==> src/rtl/cache_line_fill_buffer.sv <==
// Line fill buffer for the cache miss path: one critical-word-first
// wrap burst per miss, early critical word, then the assembled line.
module cache_line_fill_buffer #(
  parameter int WORDS_PER_LINE = 8,
  parameter int ADDR_W         = 32
) (
  input  logic                        Clk,
  input  logic                        Rst,
  input  logic                        En,
  input  logic [ADDR_W-1:0]           WordAddress,
  output logic [ADDR_W-1:0]           LineAddress,
  output logic                        FirstWord,
  output logic [31:0]                 CrtData,
  output logic                        Completed,
  output logic [32*WORDS_PER_LINE-1:0] LineData,
  output logic                        Busy,
  output logic                        Err,
  output logic                        Mem_ReqValid,
  input  logic                        Mem_ReqReady,
  output logic [ADDR_W-1:0]           Mem_ReqAddr,
  output logic [7:0]                  Mem_ReqLen,
  input  logic                        Mem_RdValid,
  output logic                        Mem_RdReady,
  input  logic [31:0]                 Mem_RdData,
  input  logic                        Mem_RdLast
);

  localparam int IW = $clog2(WORDS_PER_LINE);
  localparam int LW = 32 * WORDS_PER_LINE;

  localparam logic [2:0] S_IDLE  = 3'd0;
  localparam logic [2:0] S_REQ   = 3'd1;
  localparam logic [2:0] S_FILL  = 3'd2;
  localparam logic [2:0] S_DONE  = 3'd3;
  localparam logic [2:0] S_DRAIN = 3'd4;

  localparam logic [IW-1:0] LAST = IW'(WORDS_PER_LINE - 1);
  localparam logic [7:0] REQ_LEN = 8'(WORDS_PER_LINE - 1);
  localparam logic [ADDR_W-1:0] OFF_MASK =
    ADDR_W'(WORDS_PER_LINE * 4 - 1);
  localparam logic [ADDR_W-1:0] BYTE_MASK = ADDR_W'(3);

  logic [2:0]        state_q, state_d;
  logic [IW-1:0]     beat_q, beat_d;
  logic [IW-1:0]     crt_idx_q, crt_idx_d;
  logic              abort_q, abort_d;
  logic [ADDR_W-1:0] line_addr_q, line_addr_d;
  logic [ADDR_W-1:0] req_addr_q, req_addr_d;
  logic [7:0]        req_len_q, req_len_d;
  logic              req_valid_q, req_valid_d;
  logic [31:0]       crt_data_q, crt_data_d;
  logic              first_word_q, first_word_d;
  logic              completed_q, completed_d;
  logic [LW-1:0]     line_data_q, line_data_d;
  logic              busy_q, busy_d;
  logic              err_q, err_d;

  logic          rd_ready;
  logic          beat_fire;
  logic          beat_last;
  logic [IW-1:0] slot;

  assign rd_ready  = (state_q == S_FILL) || (state_q == S_DRAIN);
  assign beat_fire = Mem_RdValid & rd_ready;
  assign beat_last = (beat_q == LAST);
  assign slot      = crt_idx_q + beat_q;

  // Next-state and datapath updates for the fill sequence.
  always_comb begin
    state_d      = state_q;
    beat_d       = beat_q;
    crt_idx_d    = crt_idx_q;
    abort_d      = abort_q;
    line_addr_d  = line_addr_q;
    req_addr_d   = req_addr_q;
    req_len_d    = req_len_q;
    crt_data_d   = crt_data_q;
    line_data_d  = line_data_q;
    err_d        = err_q;
    first_word_d = 1'b0;
    case (state_q)
      S_IDLE: begin
        if (En) begin
          line_addr_d = WordAddress & ~OFF_MASK;
          req_addr_d  = WordAddress & ~BYTE_MASK;
          req_len_d   = REQ_LEN;
          crt_idx_d   = WordAddress[IW+1:2];
          line_data_d = '0;
          err_d       = 1'b0;
          beat_d      = '0;
          abort_d     = 1'b0;
          state_d     = S_REQ;
        end
      end
      S_REQ: begin
        if (!En) abort_d = 1'b1;
        if (Mem_ReqReady) begin
          state_d = (En && !abort_q) ? S_FILL : S_DRAIN;
        end
      end
      S_FILL: begin
        // A beat arriving while En is low is already a drained beat.
        if (beat_fire && En) begin
          for (int i = 0; i < WORDS_PER_LINE; i++) begin
            if (slot == IW'(i)) line_data_d[32*i +: 32] = Mem_RdData;
          end
          if (beat_q == '0) begin
            crt_data_d   = Mem_RdData;
            first_word_d = 1'b1;
          end
        end
        if (beat_fire) begin
          if (beat_last) state_d = En ? S_DONE : S_IDLE;
          else beat_d = beat_q + 1'b1;
        end
        if (!En && !(beat_fire && beat_last)) state_d = S_DRAIN;
      end
      S_DRAIN: begin
        if (beat_fire) begin
          if (beat_last) state_d = S_IDLE;
          else beat_d = beat_q + 1'b1;
        end
      end
      S_DONE: begin
        if (!En) state_d = S_IDLE;
      end
      default: state_d = S_IDLE;
    endcase
    if (beat_fire && (Mem_RdLast != beat_last)) err_d = 1'b1;
    req_valid_d = (state_d == S_REQ);
    busy_d      = (state_d != S_IDLE);
    completed_d = (state_d == S_DONE);
  end

  // State and registered outputs; reset returns everything to zero.
  always_ff @(posedge Clk or posedge Rst) begin
    if (Rst) begin
      state_q      <= S_IDLE;
      beat_q       <= '0;
      crt_idx_q    <= '0;
      abort_q      <= 1'b0;
      line_addr_q  <= '0;
      req_addr_q   <= '0;
      req_len_q    <= '0;
      req_valid_q  <= 1'b0;
      crt_data_q   <= '0;
      first_word_q <= 1'b0;
      completed_q  <= 1'b0;
      line_data_q  <= '0;
      busy_q       <= 1'b0;
      err_q        <= 1'b0;
    end else begin
      state_q      <= state_d;
      beat_q       <= beat_d;
      crt_idx_q    <= crt_idx_d;
      abort_q      <= abort_d;
      line_addr_q  <= line_addr_d;
      req_addr_q   <= req_addr_d;
      req_len_q    <= req_len_d;
      req_valid_q  <= req_valid_d;
      crt_data_q   <= crt_data_d;
      first_word_q <= first_word_d;
      completed_q  <= completed_d;
      line_data_q  <= line_data_d;
      busy_q       <= busy_d;
      err_q        <= err_d;
    end
  end

  assign LineAddress  = line_addr_q;
  assign FirstWord    = first_word_q;
  assign CrtData      = crt_data_q;
  assign Completed    = completed_q;
  assign LineData     = line_data_q;
  assign Busy         = busy_q;
  assign Err          = err_q;
  assign Mem_ReqValid = req_valid_q;
  assign Mem_ReqAddr  = req_addr_q;
  assign Mem_ReqLen   = req_len_q;
  assign Mem_RdReady  = rd_ready;

endmodule

==> config.mk <==
export PLATFORM = sky130hd
export DESIGN_NAME = cache_line_fill_buffer
export DESIGN_NICKNAME = d
export VERILOG_FILES = /design/src/rtl/cache_line_fill_buffer.sv
export SDC_FILE = /design/constraint.sdc
export NUM_CORES = 1
export LEC_CHECK = 0
export CELL_PAD_IN_SITES_DETAIL_PLACEMENT = 2
export CELL_PAD_IN_SITES_GLOBAL_PLACEMENT = 2
export CORE_MARGIN = 2
export CORE_UTILIZATION = 32
export CTS_BUF_LIST = sky130_fd_sc_hd__clkbuf_4 sky130_fd_sc_hd__clkbuf_8 sky130_fd_sc_hd__clkbuf_16
export CTS_CLUSTER_SIZE = 16
export DETAILED_ROUTE_END_ITERATION = 6
export GPL_ROUTABILITY_DRIVEN = 0
export PLACE_DENSITY = 0.95
export SLEW_MARGIN = 40
export SYNTH_ARGS = -nofsm -noshare
export SYNTH_HDL_FRONTEND = slang
export SYNTH_SLANG_ARGS = --single-unit
==> constraint.sdc <==
create_clock -name Clk -period 34.9 [get_ports Clk]
set_clock_uncertainty 0.2 [all_clocks]
set_input_delay 6.98 -clock Clk [delete_from_list [all_inputs] [get_ports Clk]]
set_output_delay 6.98 -clock Clk [all_outputs]
set_load 0.01 [all_outputs]
==> results.ini <==
[synth]
synth_cells = 875
ys_ff_latch = 331
syn_area_sq_mm = 0.0126
ys.flop_type = dfrtp_1
synth.avg_cell_area_sq_um = 14.4
synth_edf_count = 0
async_flop_share_pct = 100
synth-seq-area-share_pct = 65.9
ys_types = 39
yosys_warnings = 0

[worst_setup_path]
crit_chain = nand2b_1, a21oi_1, clkdlybuf4s50_1
cp.arrival_ns = 2.48
slowest_stage = dfrtp_1
cpPeakStageDelay_ns = 0.71
r2r_slack_ns = 31.15
timing.rr.end = LineData[27]$_DFFE_PP0P_
crit_family = flip-flops
r2r_cells = 7
endpoint_kind = output port
critPathKind = flop to output port
path_max_fanout = 14
start_kind = flop
critPathRequiredTime_ns = 27.72
cp_num_buf_inv = 1
r2r-start = beat_q[0]$_DFFE_PP0P_

[timing]
max_freq_mhz = 104
setup_tns_ns = 0
post-route-period-util_pct = 27.7
tightest_slew_ns = 0.768
setup_violations = 0
period_needed_ns = 9.66
hold_viol = 0
slew_viol_final = 0
grt_setup_unrepaired = false
relSlewSlack_pct = 48.7

[power_and_ir_drop]
p_switching_mw = 0.393
ir_drop_mv = 0.0372
p_comb_share_pct = 28.7
seqPwrFrac_pct = 37.2
power_leakage_nw = 8.34
p_per_area_mw_per_mm2 = 66.7
power_mw = 1.25
switching_share_pct = 31.5
clkPwrFrac_pct = 34.1
internal-power_mw = 0.854

[grt]
grt_max_degree = 143
grt_pass1_wl_mm = 81.2
grtUsageTotal_pct = 26.8
overflow = 0
antenna_found_initial = 1
grt_pass1_vias = 10928

[finish]
antenna_cells = 0
fill_cells = 3630
area_growth_pct = 48.8
nNetsFinal = 1318
drive_above_1_share_pct = 13.6

[job]
maxCapViolCount = 0

[min_path]
worstHoldStart = CrtData[6]$_DFFE_PP0P_
hp-class = flop to flop
hold_depth = 1
min_to = CrtData[6]$_DFFE_PP0P_

[clock_network]
cts_hold_buf = 0
tritoncts = yes
cts_buffers = 37
cts_resized = 0
postCtsSetupBuffers = 0
root_buffer = clkbuf_16
cts_max_path_buffers = 3
clock_latency_ns = 0.52
cts_htree_levels = 2
cts.sinks = 331
clk_pin_slew_ns = 0.06

[floorplanning]
io_pins = 436
core_sq_mm = 0.0387
dieArea_sq_mm = 0.0409
die_h_um = 202
start_util_pct = 32.4
die-width_um = 202
fp-row-count = 72

[detailed_routing]
drc_errors = 0
met3_length_mm = 3.29
wl_per_cell_um = 30.6
met2_length_mm = 28.9
avgViaCountPerCell = 5.33
m1WireLength_mm = 20.6
drtIter0Drc = 400
ant_nets = 0
routed_wl_mm = 54.7
routed.top_layer = met5
dr_total_vias = 9525
dr.pass1.iters = 5

[place]
port_buffers = 421
dp_hpwl_mm = 37.6

[status]
outcome = finished clean

-- power by group through the flow --
stage,combinational (mW),sequential [mW],clock (mW)
2_1_floorplan,0.155,0.473,0
3_3_place_gp,0.316,0.463,0
3_5_place_dp,0.354,0.469,0
4_1_cts,0.361,0.464,0.433
5_1_grt,0.377,0.469,0.448
6_report,0.358,0.464,0.426
-- placed cells by master, fill, tap and decap left out, types with 2 or more instances in the layout --
master	n
nand3_1	3
nor2_4	6
clkinvlp_4	2
a21oi_1	6
nand2_1	6
nor3b_4	2
clkbuf_4	4
dfrtp_1	331
clkbuf_8	7
mux2_1	6
buf_6	2
bufinv_16	7
nor3_1	2
o21ai_0	7
o21ai_4	8
clkbuf_16	37
buf_8	14
nor3_4	2
mux2_2	56
nand2b_1	4
buf_4	7
nor2_1	11
clkinv_2	7
clkdlybuf4s50_1	421
conb_1	12
a22o_1	260
inv_1	9
ha_1	4
buf_16	6
o211ai_1	2
-- cells in the mapped netlist (7+ instances only) --
cell,n,share of area (%)
buf_1,32,0.96
inv_1,10,0.30
buf_2,40,1.6
clkbuf_1,13,0.39
a22o_1,260,18
o21ai_1,8,0.32
mux2_2,56,5.0
buf_4,47,2.8
o21ai_0,7,0.28
nor2_1,14,0.42
dfrtp_1,331,66
-- flip-flops by register name (all words and copies together), names as in the netlist --
register,cells
state_q,3
Mem_ReqValid,1
Err,1
abort_q,1
LineData,256
crt_idx_q,2
Busy,1
Mem_ReqLen,1
beat_q,3
FirstWord,1
Mem_ReqAddr,28
CrtData,32
Completed,1
-- area by class of cell --
| cell class | instances | area, sq um | area share [%] |
|---|---|---|---|
| clock buffer | 48 | 1050 | 5.63 |
| clock inverter | 16 | 260 | 1.39 |
| inverter | 10 | 50.0 | 0.268 |
| multi-input combinational | 412 | 3720 | 19.9 |
| sequential | 331 | 8280 | 44.3 |
| tap | 518 | 648 | 3.47 |
| timing repair buffer | 451 | 4680 | 25.1 |
-- worst max-delay path by stage --
stage                     depth (start not counted)            startpoint  slack, ns                        to
after floorplan                                   1                   Rst      18.55            Busy$_DFF_PP0_
after global placement                            6                    En      24.46   CrtData[13]$_DFFE_PP0P_
after global routing                              3  state_q[1]$_DFF_PP0_      25.15               Mem_RdReady
after CTS                                         7                    En      25.23  LineData[20]$_DFFE_PP0P_
final                                             3  state_q[1]$_DFF_PP0_      25.24               Mem_RdReady
after detailed placement                          7                    En      24.78  LineData[20]$_DFFE_PP0P_
-- metrics by stage --
stage / std cells / hold WS (ns) / area, sq um / util, % / worst slack [ns]
6_report: 1786 / 0.301 / 18700 / 48.3 / 25.24
5_1_grt: 1786 / 0.326 / 18700 / 48.3 / 25.15
4_1_cts: 1785 / 0.307 / 18700 / 48.2 / 25.23
3_5_place_dp: 1721 / 0.286 / 17300 / 44.8 / 24.78
3_3_place_gp: 1699 / 0.267 / 17000 / 43.8 / 24.46
2_1_floorplan: 886 / 0.327 / 12600 / - / 18.55
-- logic make-up after synthesis --
logic type,Yosys count,synth area share [%]
xor+xnor,3,0.438
mux,62,5.56
compound gates,286,19.3
fa+ha+maj,5,0.558
simple gates,44,2.13
flops,331,65.9
other cells,1,0.0298
buf+inv,143,6.08
-- layer usage --
layer	GRT usage, %	vias up
li1	-	3904
met1	31.6	5127
met2	48.1	397
met3	6.11	95
met4	9.18	2
met5	0	-
Power figures use the tool's default switching activity.
